[src/rtl/mem_port_arbiter_if.sv]
`default_nettype none
// ============================================================================
//  Module   : mem_port_arbiter_if
//  Purpose  : IF/MEM requester ports plus the shared memory port of the arbiter
//  Revision : 1.0
// ============================================================================
interface mem_port_arbiter_if #(
    parameter int ADDR_W = 32,
    parameter int DATA_W = 32
);
    logic              i_req_i;
    logic [ADDR_W-1:0] i_addr_i;
    logic              i_flush_i;
    logic              i_ack_o;
    logic [DATA_W-1:0] i_rdata_o;
    logic              i_stall_o;

    logic              d_req_i;
    logic              d_we_i;
    logic [ADDR_W-1:0] d_addr_i;
    logic [DATA_W-1:0] d_wdata_i;
    logic              d_ack_o;
    logic [DATA_W-1:0] d_rdata_o;
    logic              d_stall_o;

    logic              mem_en_o;
    logic              mem_we_o;
    logic [ADDR_W-1:0] mem_addr_o;
    logic [DATA_W-1:0] mem_wdata_o;
    logic [DATA_W-1:0] mem_rdata_i;

    modport slave (
        input  i_req_i, i_addr_i, i_flush_i, d_req_i, d_we_i, d_addr_i, d_wdata_i, mem_rdata_i,
        output i_ack_o, i_rdata_o, i_stall_o, d_ack_o, d_rdata_o, d_stall_o,
               mem_en_o, mem_we_o, mem_addr_o, mem_wdata_o
    );

    modport master (
        output i_req_i, i_addr_i, i_flush_i, d_req_i, d_we_i, d_addr_i, d_wdata_i, mem_rdata_i,
        input  i_ack_o, i_rdata_o, i_stall_o, d_ack_o, d_rdata_o, d_stall_o,
               mem_en_o, mem_we_o, mem_addr_o, mem_wdata_o
    );
endinterface
`default_nettype wire

[src/rtl/mem_port_arbiter.sv]
`default_nettype none
// ============================================================================
//  Module   : mem_port_arbiter
//  Purpose  : Round-robin share of one fixed-latency memory between IF and MEM
//  Revision : 1.0
// ============================================================================
module mem_port_arbiter #(
    parameter int ADDR_W  = 32,
    parameter int DATA_W  = 32,
    parameter int MEM_LAT = 1
) (
    input  wire logic          clk_i,
    input  wire logic          rst_n,
    mem_port_arbiter_if.slave  bus
);
    localparam logic [3:0] c_LAT_LOAD = 4'(MEM_LAT);

    typedef enum logic [1:0] {
        S_IDLE  = 2'd0,
        S_ISSUE = 2'd1,
        S_WAIT  = 2'd2,
        S_RESP  = 2'd3
    } state_t;

    state_t              state_q, state_d;
    logic                gnt_data_q, gnt_data_d;
    logic                last_data_q, last_data_d;
    logic                we_q, we_d;
    logic                kill_q, kill_d;
    logic [3:0]          cnt_q, cnt_d;
    logic [ADDR_W-1:0]   addr_q, addr_d;
    logic [DATA_W-1:0]   wdata_q, wdata_d;
    logic [DATA_W-1:0]   i_rdata_q, i_rdata_d;
    logic [DATA_W-1:0]   d_rdata_q, d_rdata_d;

    always_ff @(posedge clk_i) begin
        if (!rst_n) begin
            state_q     <= S_IDLE;
            gnt_data_q  <= 1'b0;
            last_data_q <= 1'b0;
            we_q        <= 1'b0;
            kill_q      <= 1'b0;
            cnt_q       <= 4'd0;
            addr_q      <= '0;
            wdata_q     <= '0;
            i_rdata_q   <= '0;
            d_rdata_q   <= '0;
        end else begin
            state_q     <= state_d;
            gnt_data_q  <= gnt_data_d;
            last_data_q <= last_data_d;
            we_q        <= we_d;
            kill_q      <= kill_d;
            cnt_q       <= cnt_d;
            addr_q      <= addr_d;
            wdata_q     <= wdata_d;
            i_rdata_q   <= i_rdata_d;
            d_rdata_q   <= d_rdata_d;
        end
    end

    always_comb begin
        state_d     = state_q;
        gnt_data_d  = gnt_data_q;
        last_data_d = last_data_q;
        we_d        = we_q;
        kill_d      = kill_q;
        cnt_d       = cnt_q;
        addr_d      = addr_q;
        wdata_d     = wdata_q;
        i_rdata_d   = i_rdata_q;
        d_rdata_d   = d_rdata_q;

        // A flush only poisons the ack; the memory transaction itself runs to completion.
        if (state_q != S_IDLE && !gnt_data_q && bus.i_flush_i)
            kill_d = 1'b1;

        case (state_q)
            S_IDLE: begin
                if (bus.d_req_i && (!bus.i_req_i || !last_data_q)) begin
                    gnt_data_d  = 1'b1;
                    last_data_d = 1'b1;
                    we_d        = bus.d_we_i;
                    addr_d      = bus.d_addr_i;
                    wdata_d     = bus.d_wdata_i;
                    state_d     = S_ISSUE;
                end else if (bus.i_req_i) begin
                    gnt_data_d  = 1'b0;
                    last_data_d = 1'b0;
                    we_d        = 1'b0;
                    addr_d      = bus.i_addr_i;
                    state_d     = S_ISSUE;
                end
            end
            S_ISSUE: begin
                cnt_d   = c_LAT_LOAD;
                state_d = S_WAIT;
            end
            S_WAIT: begin
                cnt_d = cnt_q - 4'd1;
                if (cnt_q == 4'd1) begin
                    if (!gnt_data_q)
                        i_rdata_d = bus.mem_rdata_i;
                    else if (!we_q)
                        d_rdata_d = bus.mem_rdata_i;
                    state_d = S_RESP;
                end
            end
            S_RESP: begin
                kill_d  = 1'b0;
                state_d = S_IDLE;
            end
            default: state_d = S_IDLE;
        endcase
    end

    assign bus.mem_en_o    = (state_q == S_ISSUE);
    assign bus.mem_we_o    = (state_q == S_ISSUE) && we_q;
    assign bus.mem_addr_o  = addr_q;
    assign bus.mem_wdata_o = wdata_q;

    assign bus.i_ack_o   = (state_q == S_RESP) && !gnt_data_q && !kill_q && !bus.i_flush_i;
    assign bus.d_ack_o   = (state_q == S_RESP) && gnt_data_q;
    assign bus.i_rdata_o = i_rdata_q;
    assign bus.d_rdata_o = d_rdata_q;
    assign bus.i_stall_o = bus.i_req_i && !bus.i_ack_o;
    assign bus.d_stall_o = bus.d_req_i && !bus.d_ack_o;

endmodule
`default_nettype wire
[src/flat_wrapper.sv]
// flat-port wrapper written by rule: the top's interface ports become plain ports
module mem_port_arbiter_flat 
#(
    parameter int ADDR_W  = 32,
    parameter int DATA_W  = 32,
    parameter int MEM_LAT = 1
)
  (clk_i, rst_n, bus_i_req_i, bus_i_addr_i, bus_i_flush_i, bus_d_req_i, bus_d_we_i, bus_d_addr_i, bus_d_wdata_i, bus_mem_rdata_i, bus_i_ack_o, bus_i_rdata_o, bus_i_stall_o, bus_d_ack_o, bus_d_rdata_o, bus_d_stall_o, bus_mem_en_o, bus_mem_we_o, bus_mem_addr_o, bus_mem_wdata_o);
  mem_port_arbiter_if #(.ADDR_W(ADDR_W), .DATA_W(DATA_W)) bus_i ();
  input  wire logic clk_i;
  input  wire logic rst_n;
  input wire logic [$bits(bus_i.i_req_i)-1:0] bus_i_req_i;
  input wire logic [$bits(bus_i.i_addr_i)-1:0] bus_i_addr_i;
  input wire logic [$bits(bus_i.i_flush_i)-1:0] bus_i_flush_i;
  input wire logic [$bits(bus_i.d_req_i)-1:0] bus_d_req_i;
  input wire logic [$bits(bus_i.d_we_i)-1:0] bus_d_we_i;
  input wire logic [$bits(bus_i.d_addr_i)-1:0] bus_d_addr_i;
  input wire logic [$bits(bus_i.d_wdata_i)-1:0] bus_d_wdata_i;
  input wire logic [$bits(bus_i.mem_rdata_i)-1:0] bus_mem_rdata_i;
  output wire logic [$bits(bus_i.i_ack_o)-1:0] bus_i_ack_o;
  output wire logic [$bits(bus_i.i_rdata_o)-1:0] bus_i_rdata_o;
  output wire logic [$bits(bus_i.i_stall_o)-1:0] bus_i_stall_o;
  output wire logic [$bits(bus_i.d_ack_o)-1:0] bus_d_ack_o;
  output wire logic [$bits(bus_i.d_rdata_o)-1:0] bus_d_rdata_o;
  output wire logic [$bits(bus_i.d_stall_o)-1:0] bus_d_stall_o;
  output wire logic [$bits(bus_i.mem_en_o)-1:0] bus_mem_en_o;
  output wire logic [$bits(bus_i.mem_we_o)-1:0] bus_mem_we_o;
  output wire logic [$bits(bus_i.mem_addr_o)-1:0] bus_mem_addr_o;
  output wire logic [$bits(bus_i.mem_wdata_o)-1:0] bus_mem_wdata_o;
  assign bus_i.i_req_i = bus_i_req_i;
  assign bus_i.i_addr_i = bus_i_addr_i;
  assign bus_i.i_flush_i = bus_i_flush_i;
  assign bus_i.d_req_i = bus_d_req_i;
  assign bus_i.d_we_i = bus_d_we_i;
  assign bus_i.d_addr_i = bus_d_addr_i;
  assign bus_i.d_wdata_i = bus_d_wdata_i;
  assign bus_i.mem_rdata_i = bus_mem_rdata_i;
  assign bus_i_ack_o = bus_i.i_ack_o;
  assign bus_i_rdata_o = bus_i.i_rdata_o;
  assign bus_i_stall_o = bus_i.i_stall_o;
  assign bus_d_ack_o = bus_i.d_ack_o;
  assign bus_d_rdata_o = bus_i.d_rdata_o;
  assign bus_d_stall_o = bus_i.d_stall_o;
  assign bus_mem_en_o = bus_i.mem_en_o;
  assign bus_mem_we_o = bus_i.mem_we_o;
  assign bus_mem_addr_o = bus_i.mem_addr_o;
  assign bus_mem_wdata_o = bus_i.mem_wdata_o;
  mem_port_arbiter #(.ADDR_W(ADDR_W), .DATA_W(DATA_W), .MEM_LAT(MEM_LAT)) u_core (.clk_i(clk_i), .rst_n(rst_n), .bus(bus_i));
endmodule
[config.mk]
export PLATFORM = sky130hd
export DESIGN_NAME = mem_port_arbiter_flat
export DESIGN_NICKNAME = d
export VERILOG_FILES = /design/src/rtl/mem_port_arbiter_if.sv /design/src/rtl/mem_port_arbiter.sv /design/src/flat_wrapper.sv
export SDC_FILE = /design/constraint.sdc
export NUM_CORES = 1
export LEC_CHECK = 0
export BUFFER_PORTS_ARGS = -buffer_cell sky130_fd_sc_hd__buf_2
export CORE_AREA = 2 2 122 124
export CTS_CLUSTER_SIZE = 8
export DETAILED_ROUTE_END_ITERATION = 10
export DIE_AREA = 0 0 124 126
export GPL_TIMING_DRIVEN = 0
export PLACE_DENSITY = 0.72
export SLEW_MARGIN = 5
export SYNTH_ARGS = -nofsm -noshare
export SYNTH_HDL_FRONTEND = slang
export SYNTH_SLANG_ARGS = --single-unit
[constraint.sdc]
create_clock -name clk_i -period 1.4 [get_ports clk_i]
set_input_delay 0.14 -clock clk_i [delete_from_list [all_inputs] [get_ports clk_i]]
set_output_delay 0.14 -clock clk_i [all_outputs]
set_load 0.01 [all_outputs]
### Word level (Yosys, flattened, before mapping)

Index checks and enable logic that the tools add are counted.

| cells by class | value |
|---|---|
| equality and inequality tests | 6 |
| $add $sub $neg | 1 |
| bitwise operators | 3 |
| multiplexer cells | 10 |
| reductions and logical operators | 27 |

Operators by type and width:

| kind | count |
|---|---|
| $mux 32 | 2 |
| $logic_and 1x1->1 | 10 |
| $pmux 2 s4 | 1 |
| $pmux 4 s2 | 1 |
| $logic_not 1->1 | 6 |
| $mux 2 | 3 |
| $reduce_and 2->1 | 3 |
| $reduce_bool 2->1 | 3 |
| $eq 2x2->1 const B | 2 |
| $eq 4x1->1 const B | 1 |
| $reduce_and 4->1 | 1 |
| $sub 4x1->4 const B | 1 |
| $mux 1 | 3 |
| $ne 3x2->1 const B | 1 |
| $not 1->1 | 3 |
| $reduce_and 3->1 | 1 |
| $eq 2x1->1 const B | 1 |
| $logic_not 2->1 | 1 |
| $ne 2x1->1 const B | 1 |
| $reduce_or 2->1 | 1 |
| $logic_or 1x1->1 | 1 |

| word-level totals | value |
|---|---|
| output and inout bits | 134 |
| logic and storage cells | 56 |
| input port bits | 134 |
| register bits after elaboration | 137 |

### Longest topological paths before layout

| logic depth | value |
|---|---|
| depth after elaboration | 6 |
| depth in mapped cells | 8 |
| mapped depth without buffers | 5 |

### Worst setup path before layout

OpenSTA, ideal clock, no wires.

| timing path | value |
|---|---|
| path kind | register to register |
| start point | reg u_core.state_q[0] |
| end point | reg u_core.d_rdata_q[25] (netlist: u_core.bus.d_rdata_o[25]) |
| data arrival time | 1390 ps |
| slack | -60 ps |
| buffers on the path | 3 |
| clock period less this slack | 1460 ps |
| cell stages (with the launch flop) | 9 |
| library setup time | 70 ps |
| data required time | 1330 ps |
| cell sequence | dfxtp_1 inv_1 ha_1 buf_6 nand4bb_1 buf_2 clkbuf_2 o21ai_0 a21oi_1 |

| between the ends | value |
|---|---|
| word-level cells in the longest chain between the ends | 2 |

RTL lines:

| element | RTL line | source |
|---|---|---|
| start: declaration | mem_port_arbiter.sv:25 | `state_t state_q, state_d;` |
| start signal: assignment | mem_port_arbiter.sv:49 | `state_q <= state_d;` |
| $eq 2x2->1 | mem_port_arbiter.sv:78 | `case (state_q)` |
| $reduce_and 4->1 (no source line) | n/a |  |
| end signal: assignment | mem_port_arbiter.sv:58 | `d_rdata_q <= d_rdata_d;` |
| end: declaration | mem_port_arbiter.sv:34 | `logic [DATA_W-1:0] d_rdata_q, d_rdata_d;` |

Every way passes these cells.
A chain may end at the register's enable or synchronous reset.

### Worst setup path in the final report

| timing path | value |
|---|---|
| start point | reg u_core.state_q[0] |
| end point | reg u_core.i_rdata_q[31] (netlist: u_core.bus.i_rdata_o[31]) |

| between the ends | value |
|---|---|
| word-level cells in the longest chain between the ends | 2 |

RTL lines:

| element | RTL line | source |
|---|---|---|
| $eq 2x2->1 | mem_port_arbiter.sv:78 |  |
| $reduce_and 3->1 (no source line) | n/a |  |
| end signal: assignment | mem_port_arbiter.sv:57 | `i_rdata_q <= i_rdata_d;` |
| end: declaration | mem_port_arbiter.sv:33 | `logic [DATA_W-1:0] i_rdata_q, i_rdata_d;` |

Every way passes these cells.

==> impl_metrics.tcl <==
set metrics [dict create \
    cp.arrival_ns 1.87 \
    firstDrtPassIters 7 \
    drv_cap 0 \
    area_growth_pct 85.0 \
    grt_overflow 0 \
    r2r-end "u_core.bus.i_rdata_o[31]$_SDFFE_PN0P_" \
    netlist_instances 679 \
    num-fill-cells 963 \
    hold_depth 3 \
    pin_count 268 \
    slowest_delay_ns 0.37 \
    rsz0062_at_grt "yes" \
    dp_cells 1130 \
    synth_fa_ha_area_share_pct 1.34 \
    die_h_um 126 \
    worstReg2RegStart "u_core.state_q[0]$_SDFFE_PN0P_" \
    startpoint_type "flip-flop" \
    relSlewSlack_pct 41.7 \
    clk_latency_ns 0.43 \
    p_per_area_nw_per_um2 1470 \
    leakagePower_nw 4.29 \
    async_flop_share_pct 0 \
    initial_core_util_pct 39.1 \
    reg2reg_setup_slack_ns -0.20 \
    critPathSlowestCell "dfxtp_4" \
    setup_slack_ns -0.199 \
    synth_ff_type "dfxtp_1" \
    slew_viol_final 0 \
    place_congestion 0.887 \
    antenna_left 0 \
    holdWs_ns 0.0825 \
    skew_ns 0.0103 \
    synth_compound_area_share_pct 25.8 \
    tritoncts "built" \
    r2r_cells 7 \
    drt_iter0_markers 545 \
    endpoint_kind "flip-flop" \
    ys_warn_count 0 \
    drc 0 \
    dieArea_um2 15600 \
    cts.sinks 137 \
    synthXorXnorAreaFrac_pct 0 \
    violations "negative setup slack" \
    ys_seq_area_share_pct 49.0 \
    worstHoldStart "bus_i_flush_i" \
    die_w_um 124 \
    tightest_slew_ns 0.875 \
    holdPathEnd "u_core.kill_q$_SDFFE_PP0P_" \
    wl_mm 25.8 \
    ir_drop_mv 0.957 \
    status "finished with violations" \
    fmax_ghz 0.625 \
    synth_seq_cells 137 \
    synth_edf_count 0 \
    cts_buffers 17 \
    via_per_inst 5.53 \
    path_cells "inv_4 -> ha_4 -> nand4bb_4 -> buf_8 -> clkbuf_8 -> o21ai_0 -> a21oi_2" \
    yosysTopAreaCell "dfxtp_1" \
    finalCritPeriodShare_pct 114 \
    row_count 44 \
    synth.cell_area_um2 5600 \
    first_global_vias 7010 \
    final_layout_size_suffix_gt1_share_pct 46.7 \
    yosys.area.top_type_share_pct 49.0 \
    hold_path.class "input port to flip-flop" \
    grt_pass1_wl_mm 35.2 \
    path_clk_slew_ns 0.06 \
    hpwl_mm 14.2 \
    worst-setup-path-type "flip-flop to flip-flop" \
    vias 7255 \
    antenna_found_initial 2 \
    hold_viol_final 0 \
    clockBufferDepth 2 \
    grt_usage_pct 28.8 \
    io_buffers 267 \
    instances_no_fill 1311 \
    setup-violations-final 101 \
    synth_simple_gate_area_share_pct 15.5 \
    synth_top_family_by_area "compound AO/OA/AOI/OAI gates" \
    wire_per_inst_um 19.7 \
    crit_fanout 10 \
    design.core.area_um2 14300 \
    yosys-top-cells-area "dfxtp_1 49%, o21ai_0 11%, a21oi_1 8.8%" \
    startpoint "u_core.state_q[0]$_SDFFE_PN0P_" \
    syn_avg_cell_area_um2 8.25 \
    root_buffer "clkbuf_16" \
    worstPathRequired_ns 1.67 \
    muxShareOfSynthArea_pct 0.179 \
    htree_levels 4 \
    grt_max_degree 17 \
    synthDistinctLibCells 36 \
    nNetsFinal 1253 \
    period_needed_ns 1.60 \
    synth_nets 819 \
]
flip-flops by register name, indices dropped and copies added, names as in the netlist:
register and cells:
u_core.kill_q 1, u_core.cnt_q 4, u_core.bus.d_rdata_o 32, u_core.bus.i_rdata_o 32, u_core.bus.mem_addr_o 32, u_core.state_q 2, u_core.last_data_q 1, u_core.bus.mem_wdata_o 32
u_core.we_q 1
through the flow:
| stage | utilization, % | area, um2 | worst slack, ns | power [mW] | TNS (ns) |
|---|---|---|---|---|---|
| floorplan | - | 5610 | -0.00888 | 7.31 | -0.440 |
| detailed placement | 50.1 | 7170 | -0.222 | 8.80 | -18.03 |
| CTS | 65.1 | 9320 | -0.125 | 13.9 | -5.48 |
| finish | 72.4 | 10400 | -0.199 | 15.2 | -9.23 |
| global placement | 50.1 | 7170 | -0.175 | 8.78 | -12.92 |
| global route | 72.4 | 10400 | -0.240 | 15.9 | -15.20 |
worst max-delay path, delay by kind of cell, from the launching register on:
kind                     cells  cell delay [ns]
buffers and inverters        3             0.42
flip-flops                   1             0.37
AO/OA/AOI/OAI                2             0.37
adder cells (fa/ha/maj)      1             0.15
AND/OR/NAND/NOR              1             0.14
cell type report:
cell class | count | area [um2] | share of cell area, %
multi-input cells | 462 | 3210 | 31.0
repair buffers | 417 | 2920 | 28.2
flip-flops and latches | 137 | 2760 | 26.6
plain buffers | 70 | 622 | 6.00
clock buffers | 21 | 460 | 4.44
well taps | 184 | 230 | 2.22
clock inverters | 10 | 119 | 1.15
inverters | 8 | 35.0 | 0.338
diodes | 2 | 5.00 | 0.0483
cell families after synthesis:
logic type,count (synthesis)
muxes,1
adders and majority gates,6
DFF,137
buffers and inverters,80
AOI/OAI and AO/OA,272
and+or+nand+nor,183
metal layers:
metal  part of all wire (%)  global-route usage (%)  vias to the layer above
li1                       -                       -                     3297
met2                     51                    50.1                      448
met3                    8.0                    8.06                      100
met1                     37                    31.6                     3410
met5                      0                       0                        -
met4                    4.7                    14.5                        0
repair_timing:
| action | 4_1_cts | 5_1_grt |
|---|---|---|
| gates resized for setup | 96 | 240 |
| endpoints found under the setup margin | 133 | 134 |
| cloned | 3 | 11 |
| buffers inserted | 3 | 4 |
| pin swaps | 3 | 119 |
| hold buffers | 129 | 0 |
| hold endpoints to repair | 126 | 0 |
how the worst max path moves through the flow:
stage	end	slack, ns	depth (start not counted)
6_report	u_core.bus.i_rdata_o[31]$_SDFFE_PN0P_	-0.20	7
5_1_grt	u_core.bus.i_rdata_o[31]$_SDFFE_PN0P_	-0.24	7
4_1_cts	bus_i_stall_o	-0.13	4
3_5_place_dp	u_core.bus.mem_wdata_o[1]$_SDFFE_PN0P_	-0.22	6
3_3_place_gp	u_core.bus.d_rdata_o[16]$_SDFFE_PN0P_	-0.17	8
2_1_floorplan	u_core.bus.i_rdata_o[10]$_SDFFE_PN0P_	-0.009	8
cells in the mapped netlist, types with 2 or more instances:
master	number
nor2_1	3
o21ai_1	11
and2_1	3
inv_1	8
ha_1	6
nand4b_1	2
clkbuf_2	6
buf_6	10
nand2_1	68
buf_4	14
a21oi_1	98
clkbuf_1	26
nor2b_1	3
nand3_1	96
o22ai_1	2
o21ai_0	120
dfxtp_1	137
buf_2	15
a31oi_1	34
where the power goes:
part | leakage, nW | switching [mW] | internal (mW)
clock | 0.276 | 1.79 | 2.71
sequential | 1.12 | 0.401 | 4.54
combinational | 2.89 | 3.31 | 2.47
placed cells by master, fill, tap and decap left out, types with 4 or more instances in the layout:
cell           Yosys  layout
clkbuf_16          0      24
o21ai_0          120      50
a21oi_1           98      46
a21oi_2            0      52
buf_4             14      20
nand2_1           68      68
nand3_1           96      34
buf_6             10      20
o21ai_2            0      20
clkbuf_8           0       7
dfxtp_4            0       4
dfxtp_1          137     132
nand3_4            0      17
clkbuf_1          26      20
buf_2             15     273
ha_4               0       4
a31oi_1           34      34
buf_8              0       9
dlygate4sd3_1      0     129
o21ai_1           11      60
inv_1              8       5
nand3_2            0      45
Note: power is estimated with default switching activity, not from simulation.
